==> src/rtl/reg_sort_sequencer_if.sv <==
// Bus bundle between the sort sequencer and the three shared registers.
// The sequencer takes the slave side; the environment takes master.
interface reg_sort_sequencer_if #(
   parameter int WIDTH = 6
);
   logic             start;
   logic [WIDTH-1:0] q1;
   logic [WIDTH-1:0] q2;
   logic [WIDTH-1:0] q3;
   logic [2:0]       ext_wr;
   logic [WIDTH-1:0] ext_d;
   logic [WIDTH-1:0] d_bus;
   logic             ena1;
   logic             ena2;
   logic             ena3;
   logic             busy;
   logic             ext_grant;
   logic             done;
   logic [1:0]       swap_count;

   modport master (
      output start, q1, q2, q3, ext_wr, ext_d,
      input  d_bus, ena1, ena2, ena3,
      input  busy, ext_grant, done, swap_count
   );

   modport slave (
      input  start, q1, q2, q3, ext_wr, ext_d,
      output d_bus, ena1, ena2, ena3,
      output busy, ext_grant, done, swap_count
   );
endinterface

==> src/rtl/reg_sort_sequencer.sv <==
// Shares one write bus among three registers and sorts them in place
// with a three-step compare-and-swap network (pairs 1-2, 2-3, 1-2).
module reg_sort_sequencer #(
   parameter int WIDTH      = 6,
   parameter bit DESCENDING = 1'b0
) (
   input logic                 ck,
   input logic                 rst,
   reg_sort_sequencer_if.slave bus
);

   typedef enum logic [2:0] {
      IDLE,
      CMP,
      WA,
      WB,
      FIN
   } state_t;

   state_t           state_q, state_d;
   logic [1:0]       p_q, p_d;
   logic [1:0]       swaps_q, swaps_d;
   logic [WIDTH-1:0] tmp_q, tmp_d;
   logic             busy_q, busy_d;
   logic             done_q, done_d;

   logic [WIDTH-1:0] qa;
   logic [WIDTH-1:0] qb;
   logic             swap_c;
   logic             last_pair;

   // p=1 is the (2,3) pair; p=0 and p=2 both use (1,2)
   always_comb begin
      qa = bus.q1;
      qb = bus.q2;
      if (p_q == 2'd1) begin
         qa = bus.q2;
         qb = bus.q3;
      end
   end

   assign swap_c    = DESCENDING ? (qa < qb) : (qa > qb);
   assign last_pair = (p_q == 2'd2);

   always_comb begin
      state_d = state_q;
      p_d     = p_q;
      swaps_d = swaps_q;
      tmp_d   = tmp_q;
      case (state_q)
         IDLE: begin
            if (bus.start) begin
               p_d     = 2'd0;
               swaps_d = 2'd0;
               state_d = CMP;
            end
         end
         CMP: begin
            if (swap_c) begin
               tmp_d   = qa;
               state_d = WA;
            end else if (last_pair) begin
               state_d = FIN;
            end else begin
               p_d = p_q + 2'd1;
            end
         end
         WA: begin
            state_d = WB;
         end
         WB: begin
            swaps_d = swaps_q + 2'd1;
            if (last_pair) begin
               state_d = FIN;
            end else begin
               p_d     = p_q + 2'd1;
               state_d = CMP;
            end
         end
         FIN: begin
            state_d = IDLE;
         end
         default: begin
            state_d = IDLE;
         end
      endcase
      busy_d = (state_d != IDLE);
      done_d = (state_d == FIN);
   end

   always_ff @(posedge ck or posedge rst) begin
      if (rst) begin
         state_q <= IDLE;
         p_q     <= 2'd0;
         swaps_q <= 2'd0;
         tmp_q   <= '0;
         busy_q  <= 1'b0;
         done_q  <= 1'b0;
      end else begin
         state_q <= state_d;
         p_q     <= p_d;
         swaps_q <= swaps_d;
         tmp_q   <= tmp_d;
         busy_q  <= busy_d;
         done_q  <= done_d;
      end
   end

   // Bus ownership: external pass-through only in IDLE
   always_comb begin
      bus.d_bus = '0;
      bus.ena1  = 1'b0;
      bus.ena2  = 1'b0;
      bus.ena3  = 1'b0;
      case (state_q)
         IDLE: begin
            bus.d_bus = bus.ext_d;
            bus.ena1  = bus.ext_wr[0];
            bus.ena2  = bus.ext_wr[1];
            bus.ena3  = bus.ext_wr[2];
         end
         WA: begin
            bus.d_bus = qb;
            if (p_q == 2'd1) begin
               bus.ena2 = 1'b1;
            end else begin
               bus.ena1 = 1'b1;
            end
         end
         WB: begin
            bus.d_bus = tmp_q;
            if (p_q == 2'd1) begin
               bus.ena3 = 1'b1;
            end else begin
               bus.ena2 = 1'b1;
            end
         end
         default: begin
         end
      endcase
   end

   assign bus.busy       = busy_q;
   assign bus.ext_grant  = ~busy_q;
   assign bus.done       = done_q;
   assign bus.swap_count = swaps_q;

endmodule

==> src/flat_wrapper.sv <==
// flat-port wrapper written by rule: the top's interface ports become plain ports
module reg_sort_sequencer_flat 
#(
   parameter int WIDTH      = 6,
   parameter bit DESCENDING = 1'b0
)
  (ck, rst, bus_start, bus_q1, bus_q2, bus_q3, bus_ext_wr, bus_ext_d, bus_d_bus, bus_ena1, bus_ena2, bus_ena3, bus_busy, bus_ext_grant, bus_done, bus_swap_count);
  reg_sort_sequencer_if #(.WIDTH(WIDTH)) bus_i ();
  input logic ck;
  input logic rst;
  input wire logic [$bits(bus_i.start)-1:0] bus_start;
  input wire logic [$bits(bus_i.q1)-1:0] bus_q1;
  input wire logic [$bits(bus_i.q2)-1:0] bus_q2;
  input wire logic [$bits(bus_i.q3)-1:0] bus_q3;
  input wire logic [$bits(bus_i.ext_wr)-1:0] bus_ext_wr;
  input wire logic [$bits(bus_i.ext_d)-1:0] bus_ext_d;
  output wire logic [$bits(bus_i.d_bus)-1:0] bus_d_bus;
  output wire logic [$bits(bus_i.ena1)-1:0] bus_ena1;
  output wire logic [$bits(bus_i.ena2)-1:0] bus_ena2;
  output wire logic [$bits(bus_i.ena3)-1:0] bus_ena3;
  output wire logic [$bits(bus_i.busy)-1:0] bus_busy;
  output wire logic [$bits(bus_i.ext_grant)-1:0] bus_ext_grant;
  output wire logic [$bits(bus_i.done)-1:0] bus_done;
  output wire logic [$bits(bus_i.swap_count)-1:0] bus_swap_count;
  assign bus_i.start = bus_start;
  assign bus_i.q1 = bus_q1;
  assign bus_i.q2 = bus_q2;
  assign bus_i.q3 = bus_q3;
  assign bus_i.ext_wr = bus_ext_wr;
  assign bus_i.ext_d = bus_ext_d;
  assign bus_d_bus = bus_i.d_bus;
  assign bus_ena1 = bus_i.ena1;
  assign bus_ena2 = bus_i.ena2;
  assign bus_ena3 = bus_i.ena3;
  assign bus_busy = bus_i.busy;
  assign bus_ext_grant = bus_i.ext_grant;
  assign bus_done = bus_i.done;
  assign bus_swap_count = bus_i.swap_count;
  reg_sort_sequencer #(.WIDTH(WIDTH), .DESCENDING(DESCENDING)) u_core (.ck(ck), .rst(rst), .bus(bus_i));
endmodule
==> config.mk <==
export PLATFORM = sky130hd
export DESIGN_NAME = reg_sort_sequencer_flat
export DESIGN_NICKNAME = d
export VERILOG_FILES = /design/src/rtl/reg_sort_sequencer_if.sv /design/src/rtl/reg_sort_sequencer.sv /design/src/flat_wrapper.sv
export SDC_FILE = /design/constraint.sdc
export NUM_CORES = 1
export LEC_CHECK = 0
export ABC_CLOCK_PERIOD_IN_PS = 2950
export CORE_UTILIZATION = 40
export CTS_BUF_LIST = sky130_fd_sc_hd__clkbuf_16
export DETAILED_ROUTE_END_ITERATION = 6
export GPL_TIMING_DRIVEN = 0
export PLACE_DENSITY = 0.76
export SETUP_SLACK_MARGIN = 0.5
export SLEW_MARGIN = 10
export SYNTH_ARGS = -nofsm -noshare
export SYNTH_HDL_FRONTEND = slang
export SYNTH_SLANG_ARGS = --single-unit
==> constraint.sdc <==
create_clock -name ck -period 2.95 [get_ports ck]
set_input_delay 0.295 -clock ck [delete_from_list [all_inputs] [get_ports ck]]
set_output_delay 0.295 -clock ck [all_outputs]
set_load 0.02 [all_outputs]
-- Yosys cells after proc, flatten, opt, wreduce, memory -nomap -nowiden
Index checks and enable logic that the tools add are counted.
- add/sub/neg operators: 2
- $lt $le $gt $ge: 1
- equal/unequal tests: 8
- multiplexer cells: 18
- bitwise logic cells: 1
- reduce and logical (&&, ||, !) cells: 7
- operators by type and width (cell ; count):
    6-bit one-hot mux with 3 select lines ; 1
    3-bit two-way mux ; 4
    6-bit two-way mux ; 2
    3-bit one-hot mux with 4 select lines ; 1
    3-bit by 2-bit == test with 1-bit output (second input constant) ; 2
    6-bit greater-than comparator ; 1
    2-bit two-way mux ; 3
    2-bit one-hot mux with 3 select lines ; 1
    3-bit nonzero test ; 2
    2-bit by 1-bit adder with 2-bit output (second input constant) ; 2
    2-bit inequality test (second input constant) ; 2
    1-bit one-hot mux with 2 select lines ; 2
    2-bit one-hot mux with 2 select lines ; 1
    2-bit AND reduction ; 2
    3-bit by 1-bit == test with 1-bit output (second input constant) ; 1
    3-bit == test (second input constant) ; 1
    3-bit logical NOT ; 1
    1-bit one-hot mux with 3 select lines ; 1
    3-bit AND reduction ; 1
    2-bit by 1-bit == test with 1-bit output (second input constant) ; 1
    2-bit == test (second input constant) ; 1
    1-bit two-way mux ; 2
    2-bit nonzero test ; 1
    1-bit NOT ; 1
- register bits after elaboration: 15
- input bits: 30
- output and inout port bits: 14

-- Logic depth before layout (Yosys ltp)
Gate-level depths: netlist of run 1.
- depth in word-level cells: 6
- depth in mapped cells: 11

-- Worst setup path before layout of run 1
OpenSTA, ideal clock, no wires.
- path kind: reg2reg
- from: register u_core.p_q[1]
- to: register u_core.tmp_q[1]
- library setup time: 0.125 ns
- arrival: 2.490 ns
- required time: 2.825 ns
- slack: 0.335 ns
- cell stages (with the launch flop): 12
- buffers on the path: 2
- clock period less this slack: 2.615 ns
- cells stage by stage: dfrtp_1 > inv_1 > ha_1 > buf_2 > mux2_2 > ha_1 > and4_4 > o21a_1 > o21ai_2 > nand2b_4 > buf_6 > mux2_4
- word-level cells in the longest chain between the ends: 4
- ends and longest elaborated chain (element ; line ; RTL):
    from (decl) ; reg_sort_sequencer.sv:21 ; logic [1:0] p_q, p_d;
    from (signal assigned) ; reg_sort_sequencer.sv:101 ; p_q <= p_d;
    2-bit by 1-bit == test with 1-bit output ; reg_sort_sequencer.sv:36 ; if (p_q == 2'd1) begin
    6-bit two-way mux ; reg_sort_sequencer.sv:36 ;
    named net u_core.qa[5] ; reg_sort_sequencer.sv:27 ; logic [WIDTH-1:0] qa;
    6-bit greater-than comparator ; reg_sort_sequencer.sv:42 ; assign swap_c = DESCENDING ? (qa < qb) : (qa > qb);
    2-bit AND reduction (no line) ; n/a ;
    to (signal assigned) ; reg_sort_sequencer.sv:103 ; tmp_q <= tmp_d;
    to (decl) ; reg_sort_sequencer.sv:23 ; logic [WIDTH-1:0] tmp_q, tmp_d;
The timed path passes the listed nets, and every way through them passes these cells.
A chain may end at the register's enable or synchronous reset.

-- Worst setup path after layout of run 1
- from: register u_core.p_q[1]
- to: register u_core.tmp_q[3]
- word-level cells in the longest chain between the ends: 4
- ends and longest elaborated chain (element ; line):
    2-bit by 1-bit == test with 1-bit output (*) ; reg_sort_sequencer.sv:36
    6-bit two-way mux (*) ; reg_sort_sequencer.sv:36
    named net u_core.qa[3] ; reg_sort_sequencer.sv:27
    6-bit greater-than comparator ; reg_sort_sequencer.sv:42
    2-bit AND reduction (no line) ; n/a
The timed path passes the listed nets; every way through them passes the cells marked *.

==> run summary, run 1 <==
Final Routed Wirelength: 3600 µm
Worst Slack Setup Final: 0.364 ns
Placed wire-length estimate: 2520 µm
Post-route minimum period: 2.59 ns
Total power: 2330 µW
Cell type with the highest aggregate area in the netlist: sky130_fd_sc_hd__dfrtp_1
Number of hold buffers added after CTS: 0
Overall overflow remaining after global route: 0
Kind of critical path: reg2reg
Number of hold violations in the final report: 0
Type of the most critical hold path: in2async
Type of element capturing the critical path: flip-flop
Maximum capacitance violations: 0
Via count of the first global-routing pass: 1314
Antenna Nets Post-Route: 0
Required @ worst endpoint: 3.08 ns
Yosys synthesis warning count: 0
Area of the core region: 0.00278 mm²
Maximum clock rate: 387 MHz
Final net count: 225
CP Launch Type: flip-flop
Worst EP arrival: 2.72 ns
Number of cells produced by synthesis: 131
Sequential cell area fraction in the yosys report: 0.317
Met1 usage: 0.317
Initial core utilization: 0.425
DIE HEIGHT: 56.4 µm
Area occupied by registers: 377 µm²
Top cell type's share of synthesized area: 0.317
Combined area of the multi-input logic cells: 903 µm²
Root buffer cell: sky130_fd_sc_hd__clkbuf_16
Count of state elements after synthesis: 15
Die Width: 56.4 µm
Maximum level of the CTS H-tree: 1
Busiest layer in global routing: met2
Rows: 19
Met2 track demand over resource in global routing: 0.422
Overall Global Routing Usage: 0.249
Leakage component of the power: 0.000898 µW
Insertion delay of the later-clocked pin in the worst-skew pair: 0.25 ns
Final setup violation count: 0
Number of fillers in the final layout: 201
Primary flip-flop cell chosen by synthesis mapping: sky130_fd_sc_hd__dfrtp_1
Per-instance average area after synthesis: 9.03 µm²
Unrepaired setup endpoints after global routing: yes
Outcome: finished, final reports clean
Layout cells sized above 1: 0.276
Global placer's final weighted congestion: 0.823
Detailed Route Iter0 Violations: 36
TritonCTS clock tree: yes
Max Transition Viols Final: 0
Clk_skew: 0.00593 ns
Share of the clock period used by the worst path: 0.877
Sink count of the clock tree: 15
Clock slew at the register clock pins of the worst setup and hold paths: 0.06 ns
Worst r2r path cells: 11
First-pass GRT wire length: 6120 µm
Number of synthesized flops with an enable pin: 0
Post-Synthesis Net Count: 170
Slew HR: 0.587
Longest Clk Path Bufs: 2
Post-place setup slack: 0.261 ns
Layout overhead on the synthesized area: 68.1%
Detailed-route via count: 1211
Average detailed-routed wire length per instance: 16.6 µm
First-pass iteration count of the detailed router: 4
Maximum vdd ir drop: 0.750 mV
Number of distinct library cells after synthesis: 34
# DRC: 0
Antenna violations before repair: 0
Pwr/cell area: 1170 mW/mm²
Master of the slowest instance on the critical path: sky130_fd_sc_hd__dfrtp_1
Post-synthesis async set-or-reset flop share: 1.00
GR Util met3: 0.0346
Commonest non-fill, non-tap cells in the layout: 35 x sky130_fd_sc_hd__clkdlybuf4s50_1, 17 x sky130_fd_sc_hd__nor2_1, 14 x sky130_fd_sc_hd__a21oi_1, 14 x sky130_fd_sc_hd__dfrtp_1, 10 x sky130_fd_sc_hd__mux2_4
Largest stage delay, worst path: 0.40 ns
Diode insertion count for antenna repair: 0
Commonest non-fill, non-tap cell in the layout: sky130_fd_sc_hd__clkdlybuf4s50_1
Maximum fanout along the worst path: 7
Post-synthesis instance area: 0.00118 mm²
Overall die area: 0.00318 mm²
Cell types with the largest area share after synthesis: sky130_fd_sc_hd__dfrtp_1 32%, sky130_fd_sc_hd__ha_1 9.5%, sky130_fd_sc_hd__mux2i_1 8.5%
Pin count of the biggest net entering global routing: 16
Inserted Clock Buffers: 3
CP cell instances: inv_2 -> ha_4 -> buf_8 -> mux2_4 -> ha_4 -> and4_4 -> o21a_1 -> o21ai_4 -> nand2b_4 -> buf_8 -> mux2_4
Ratio of routed vias to standard cells: 5.61
Number of input and output port buffers inserted: 43
Tightest Pin Transition: 0.620 ns
Total negative slack for setup checks: 0 ns
Number of placed I/O pins: 44
==> registers in the layout, indices dropped and copies added (netlist names) <==
| signal | flops |
|---|---|
| u_core.tmp_q | 6 |
| u_core.state_q | 3 |
| u_core.bus.swap_count | 2 |
| u_core.p_q | 2 |
| u_core.bus.busy | 1 |
| u_core.bus.done | 1 |
==> critical path, delay by kind of cell, from the launching register on <==
| kind | cells | cell delay (ns) |
|---|---|---|
| compound gates | 2 | 0.26 |
| mux | 2 | 0.62 |
| flops | 1 | 0.40 |
| buf+inv | 3 | 0.36 |
| fa+ha+maj | 2 | 0.41 |
| simple gates | 2 | 0.41 |
==> final timing paths <==
kind	endpoint	startpoint	slack (ns)
min in group ck	u_core.tmp_q[2]$_DFFE_PP0N_	u_core.tmp_q[2]$_DFFE_PP0N_	0.51
setup / recovery	u_core.tmp_q[3]$_DFFE_PP0N_	u_core.p_q[1]$_DFFE_PP0P_	0.36
max in group asynchronous	u_core.p_q[0]$_DFFE_PP0P_	rst	2.09
hold / removal	u_core.bus.busy$_DFF_PP0_	rst	0.43
hold reg to reg	u_core.tmp_q[2]$_DFFE_PP0N_	u_core.tmp_q[2]$_DFFE_PP0N_	0.51
setup reg to reg	u_core.tmp_q[3]$_DFFE_PP0N_	u_core.p_q[1]$_DFFE_PP0P_	0.36
==> logic make-up (layout without fill, tap and decap cells) <==
kind of cell	count (synthesis)	after routing	synth area share
buffers and inverters	18	72	0.0677
AND/OR/NAND/NOR	39	39	0.167
adder cells (fa/ha/maj)	9	9	0.0952
AO/OA/AOI/OAI	29	29	0.147
multiplexers	21	21	0.205
flip-flops	15	15	0.317
==> Yosys cell counts (all sizes together), types with 2 or more instances <==
| master | n |
|---|---|
| a211oi | 5 |
| a21oi | 15 |
| a31oi | 3 |
| and3 | 2 |
| buf | 6 |
| clkbuf | 3 |
| dfrtp | 15 |
| ha | 9 |
| inv | 9 |
| mux2 | 11 |
| mux2i | 10 |
| nand2 | 6 |
| nand2b | 2 |
| nor2 | 18 |
| nor2b | 2 |
| nor3 | 4 |
| o21ai | 3 |
==> routing by layer <==
metal  part of all wire  wire length, µm
met1               0.43             1550
met2               0.51             1820
met3              0.041              147
met4              0.020               73
met5                  0                0
==> stage by stage <==
step           cell area, µm²  std cells  hold slack, ns  utilization
4_1_cts                  1980        216           0.457        0.711
3_5_place_dp             1800        205           0.494        0.647
3_3_place_gp             1800        205           0.494        0.647
6_report                 1990        216           0.428        0.715
5_1_grt                  1990        216           0.508        0.715
2_1_floorplan            1330        131           0.196            -
==> what timing repair did <==
item,4_1_cts,5_1_grt
buffers inserted,7,0
pin swaps,6,3
gates resized for setup,17,10
endpoints found under the setup margin,14,14
==> cell type report <==
type	instances	area share
clock buffers	3	0.0378
well taps	31	0.0195
flip-flops and latches	15	0.189
inverters	9	0.0170
plain buffers	9	0.0384
multi-input cells	98	0.454
repair buffers	50	0.240
clock inverters	1	0.00378
==> report_power, final <==
| part | internal (µW) | switching, µW | total, µW |
|---|---|---|---|
| clock network | 183 | 94.8 | 278 |
| logic | 839 | 831 | 1670 |
| registers | 309 | 78.6 | 387 |
| total | 1330 | 1000 | 2330 |
Note: power is estimated with default switching activity, not from simulation.
==> run 2, diff against run 1 <==
--- a/config.mk
+++ b/config.mk
@@ -6,11 +6,11 @@
 export NUM_CORES = 1
 export LEC_CHECK = 0
 export ABC_CLOCK_PERIOD_IN_PS = 2950
-export CORE_UTILIZATION = 40
+export CORE_UTILIZATION = 44
 export CTS_BUF_LIST = sky130_fd_sc_hd__clkbuf_16
 export DETAILED_ROUTE_END_ITERATION = 6
 export GPL_TIMING_DRIVEN = 0
-export PLACE_DENSITY = 0.76
+export PLACE_DENSITY = 0.83
 export SETUP_SLACK_MARGIN = 0.5
 export SLEW_MARGIN = 10
 export SYNTH_ARGS = -nofsm -noshare
==> run 2 against run 1 <==
  * Setup slack better by 0.024 ns
  * Combinational power about the same
  * Register-to-register slack improved by 0.02 ns
  * First-iteration DRC count shrank 19%
  * Final area increased by 0.75%
  * Final cell count down 0.46%
  * Total power up 1.4%
==> run summary, run 2 (same netlist as run 1, synthesis figures left out) <==
Type of element capturing the critical path: flip-flop (unchanged)
Antenna violations before repair: 0 (unchanged)
Final net count: 225 (unchanged)
Final setup violation count: 0 (unchanged)
Maximum vdd ir drop: 0.892 mV (was 0.750 mV)
Longest Clk Path Bufs: 2 (unchanged)
Reg-to-Reg Start: u_core.p_q[1]$_DFFE_PP0P_ (unchanged)
Largest stage delay, worst path: 0.39 ns (was 0.40 ns)
Clk_skew: 0.00630 ns (was 0.00593 ns)
Worst r2r path cells: 11 (unchanged)
Maximum fanout along the worst path: 8 (was 7)
Antenna Nets Post-Route: 0 (unchanged)
Overall Global Routing Usage: 0.284 (was 0.249)
Commonest non-fill, non-tap cell in the layout: sky130_fd_sc_hd__clkdlybuf4s50_1 (unchanged)
Master of the slowest instance on the critical path: sky130_fd_sc_hd__dfrtp_1 (unchanged)
Max Transition Viols Final: 0 (unchanged)
Pin count of the biggest net entering global routing: 16 (unchanged)
Die Width: 53.8 µm (was 56.4 µm)
First-pass iteration count of the detailed router: 5 (was 4)
Number of buffer and inverter instances along the worst setup path: 3 (unchanged)
Sink count of the clock tree: 15 (unchanged)
Placed wire-length estimate: 2560 µm (was 2520 µm)
Layout cells sized above 1: 0.270 (was 0.276)
Number of hold buffers added after CTS: 0 (unchanged)
Total negative slack for setup checks: 0 ns (unchanged)
Root buffer cell: sky130_fd_sc_hd__clkbuf_16 (unchanged)
Maximum clock rate: 390 MHz (was 387 MHz)
Number of placed I/O pins: 44 (unchanged)
Share of the clock period used by the worst path: 0.868 (was 0.877)
Top Registers: u_core.tmp_q (6), u_core.state_q (3) (unchanged)
Pwr/cell area: 1180 mW/mm² (was 1170 mW/mm²)
Commonest non-fill, non-tap cells in the layout: 35 x sky130_fd_sc_hd__clkdlybuf4s50_1, 17 x sky130_fd_sc_hd__nor2_1, 14 x sky130_fd_sc_hd__a21oi_1, 14 x sky130_fd_sc_hd__dfrtp_1, 10 x sky130_fd_sc_hd__mux2_4 (unchanged)
CP Launch Type: flip-flop (unchanged)
Outcome: finished, final reports clean (unchanged)
Number of input and output port buffers inserted: 43 (unchanged)
Layout overhead on the synthesized area: 69.4% (was 68.1%)
Inserted Clock Buffers: 3 (unchanged)
Worst EP arrival: 2.69 ns (was 2.72 ns)
Average detailed-routed wire length per instance: 18.3 µm (was 16.6 µm)
Clock slew at the register clock pins of the worst setup and hold paths: 0.06 ns (about the same)
R2R Setup Slk: 0.39 ns (was 0.36 ns)
TritonCTS clock tree: yes (unchanged)
Rows: 18 (was 19)
Insertion delay of the later-clocked pin in the worst-skew pair: 0.25 ns (about the same)
Global placer's final weighted congestion: 0.807 (was 0.823)
Final Routed Wirelength: 3930 µm (was 3600 µm)
Endpoint of the worst register-to-register path: u_core.tmp_q[5]$_DFFE_PP0N_ (was u_core.tmp_q[3]$_DFFE_PP0N_)
Detailed Route Iter0 Violations: 29 (was 36)
Maximum capacitance violations: 0 (unchanged)
Post-route minimum period: 2.56 ns (was 2.59 ns)
Tightest Pin Transition: 0.637 ns (was 0.620 ns)
Type of the most critical hold path: in2async (unchanged)
Unrepaired setup endpoints after global routing: yes (unchanged)
First-pass GRT wire length: 5700 µm (was 6120 µm)
DIE HEIGHT: 53.8 µm (was 56.4 µm)
Kind of critical path: reg2reg (unchanged)
Area of the core region: 0.00250 mm² (was 0.00278 mm²)
Number of fillers in the final layout: 163 (was 201)
Initial core utilization: 0.473 (was 0.425)
# DRC: 0 (unchanged)
Family with the most delay on the worst path: multiplexers (unchanged)
Leakage component of the power: 0.000897 µW (was 0.000898 µW)
Maximum level of the CTS H-tree: 1 (unchanged)
Core occupancy in the finished layout: 0.801 (was 0.715)
Total power: 2370 µW (was 2330 µW)
Overall overflow remaining after global route: 0 (unchanged)
Top register by number of flip-flops: u_core.tmp_q (unchanged)
Critical path startpoint: u_core.p_q[1]$_DFFE_PP0P_ (unchanged)
Number of logic stages on the critical path including buffering: 11 (unchanged)
Diode insertion count for antenna repair: 0 (unchanged)
Hold_ws: 0.424 ns (was 0.428 ns)
CP cell instances: inv_2 -> ha_4 -> buf_12 -> mux2_4 -> ha_4 -> and4_4 -> o21a_1 -> o21ai_4 -> nand2b_4 -> buf_8 -> mux2_4 (was inv_2 -> ha_4 -> buf_8 -> mux2_4 -> ha_4 -> and4_4 -> o21a_1 -> o21ai_4 -> nand2b_4 -> buf_8 -> mux2_4)
Overall die area: 0.00290 mm² (was 0.00318 mm²)
Largest register FFs: 6 (unchanged)
Detailed-route via count: 1226 (was 1211)
Via count of the first global-routing pass: 1260 (was 1314)
Slew HR: 0.575 (was 0.587)
Required @ worst endpoint: 3.08 ns (about the same)
Number of hold violations in the final report: 0 (unchanged)
Ratio of routed vias to standard cells: 5.70 (was 5.61)
Worst setup path endpoint: u_core.tmp_q[5]$_DFFE_PP0N_ (was u_core.tmp_q[3]$_DFFE_PP0N_)
-- run 2: repair_timing --
item | in CTS | in global routing
pin swaps | 5 | 2
endpoints found under the setup margin | 13 | 15
setup buffers | 6 | 1
gates resized for setup | 16 | 12
-- run 2: cell type report --
| cell class | instances | area (µm²) | share of cell area |
|---|---|---|---|
| repair buffers | 50 | 478 | 0.239 |
| clock inverters | 1 | 7.51 | 0.00375 |
| flip-flops and latches | 15 | 377 | 0.188 |
| multi-input cells | 98 | 912 | 0.455 |
| plain buffers | 9 | 82.6 | 0.0412 |
| well taps | 30 | 37.5 | 0.0187 |
| clock buffers | 3 | 75.1 | 0.0375 |
| inverters | 9 | 33.8 | 0.0169 |
-- run 2: report_power, final --
part	switching [µW]	leakage [µW]	internal, µW	total (µW)
clock network	97.9	0.0000371	183	281
logic	843	0.000679	849	1690
registers	85.5	0.000180	309	394
total	1030	0.000897	1340	2370
-- run 2: how the worst min path moves through the flow --
| stage | startpoint | cells past startpoint | endpoint | slack, ns |
|---|---|---|---|---|
| 4_1_cts | rst | 2 | u_core.bus.busy$_DFF_PP0_ | 0.44 |
| 3_5_place_dp | u_core.tmp_q[4]$_DFFE_PP0N_ | 1 | u_core.tmp_q[4]$_DFFE_PP0N_ | 0.50 |
| 6_report | rst | 2 | u_core.tmp_q[0]$_DFFE_PP0N_ | 0.42 |
| 3_3_place_gp | u_core.tmp_q[1]$_DFFE_PP0N_ | 1 | u_core.tmp_q[1]$_DFFE_PP0N_ | 0.49 |
| 2_1_floorplan | rst | 1 | u_core.bus.busy$_DFF_PP0_ | 0.20 |
| 5_1_grt | rst | 2 | u_core.tmp_q[2]$_DFFE_PP0N_ | 0.49 |
-- run 2: per-layer routing --
metal | up-vias | GRT usage | share of wire
met5 | - | 0 | 0
met4 | 0 | 0.154 | 0.019
met3 | 9 | 0.0565 | 0.047
met2 | 48 | 0.484 | 0.53
met1 | 603 | 0.332 | 0.41
li1 | 566 | - | -
-- run 2: worst register-to-register path: stages (launching register included) --
cell and delay (ns):
sky130_fd_sc_hd__dfrtp_1 0.39, sky130_fd_sc_hd__inv_2 0.10, sky130_fd_sc_hd__ha_4 0.14, sky130_fd_sc_hd__buf_12 0.13, sky130_fd_sc_hd__mux2_4 0.33, sky130_fd_sc_hd__ha_4 0.28, sky130_fd_sc_hd__and4_4 0.24, sky130_fd_sc_hd__o21a_1 0.17
sky130_fd_sc_hd__o21ai_4 0.07, sky130_fd_sc_hd__nand2b_4 0.15, sky130_fd_sc_hd__buf_8 0.14, sky130_fd_sc_hd__mux2_4 0.30
-- run 2: per-stage QoR --
step / cell area (µm²) / setup slack (ns) / std cells
2_1_floorplan: 1330 / 0.507 / 131
3_3_place_gp: 1800 / 0.331 / 204
3_5_place_dp: 1800 / 0.282 / 204
4_1_cts: 1970 / 0.398 / 214
5_1_grt: 2000 / 0.317 / 215
6_report: 2000 / 0.388 / 215
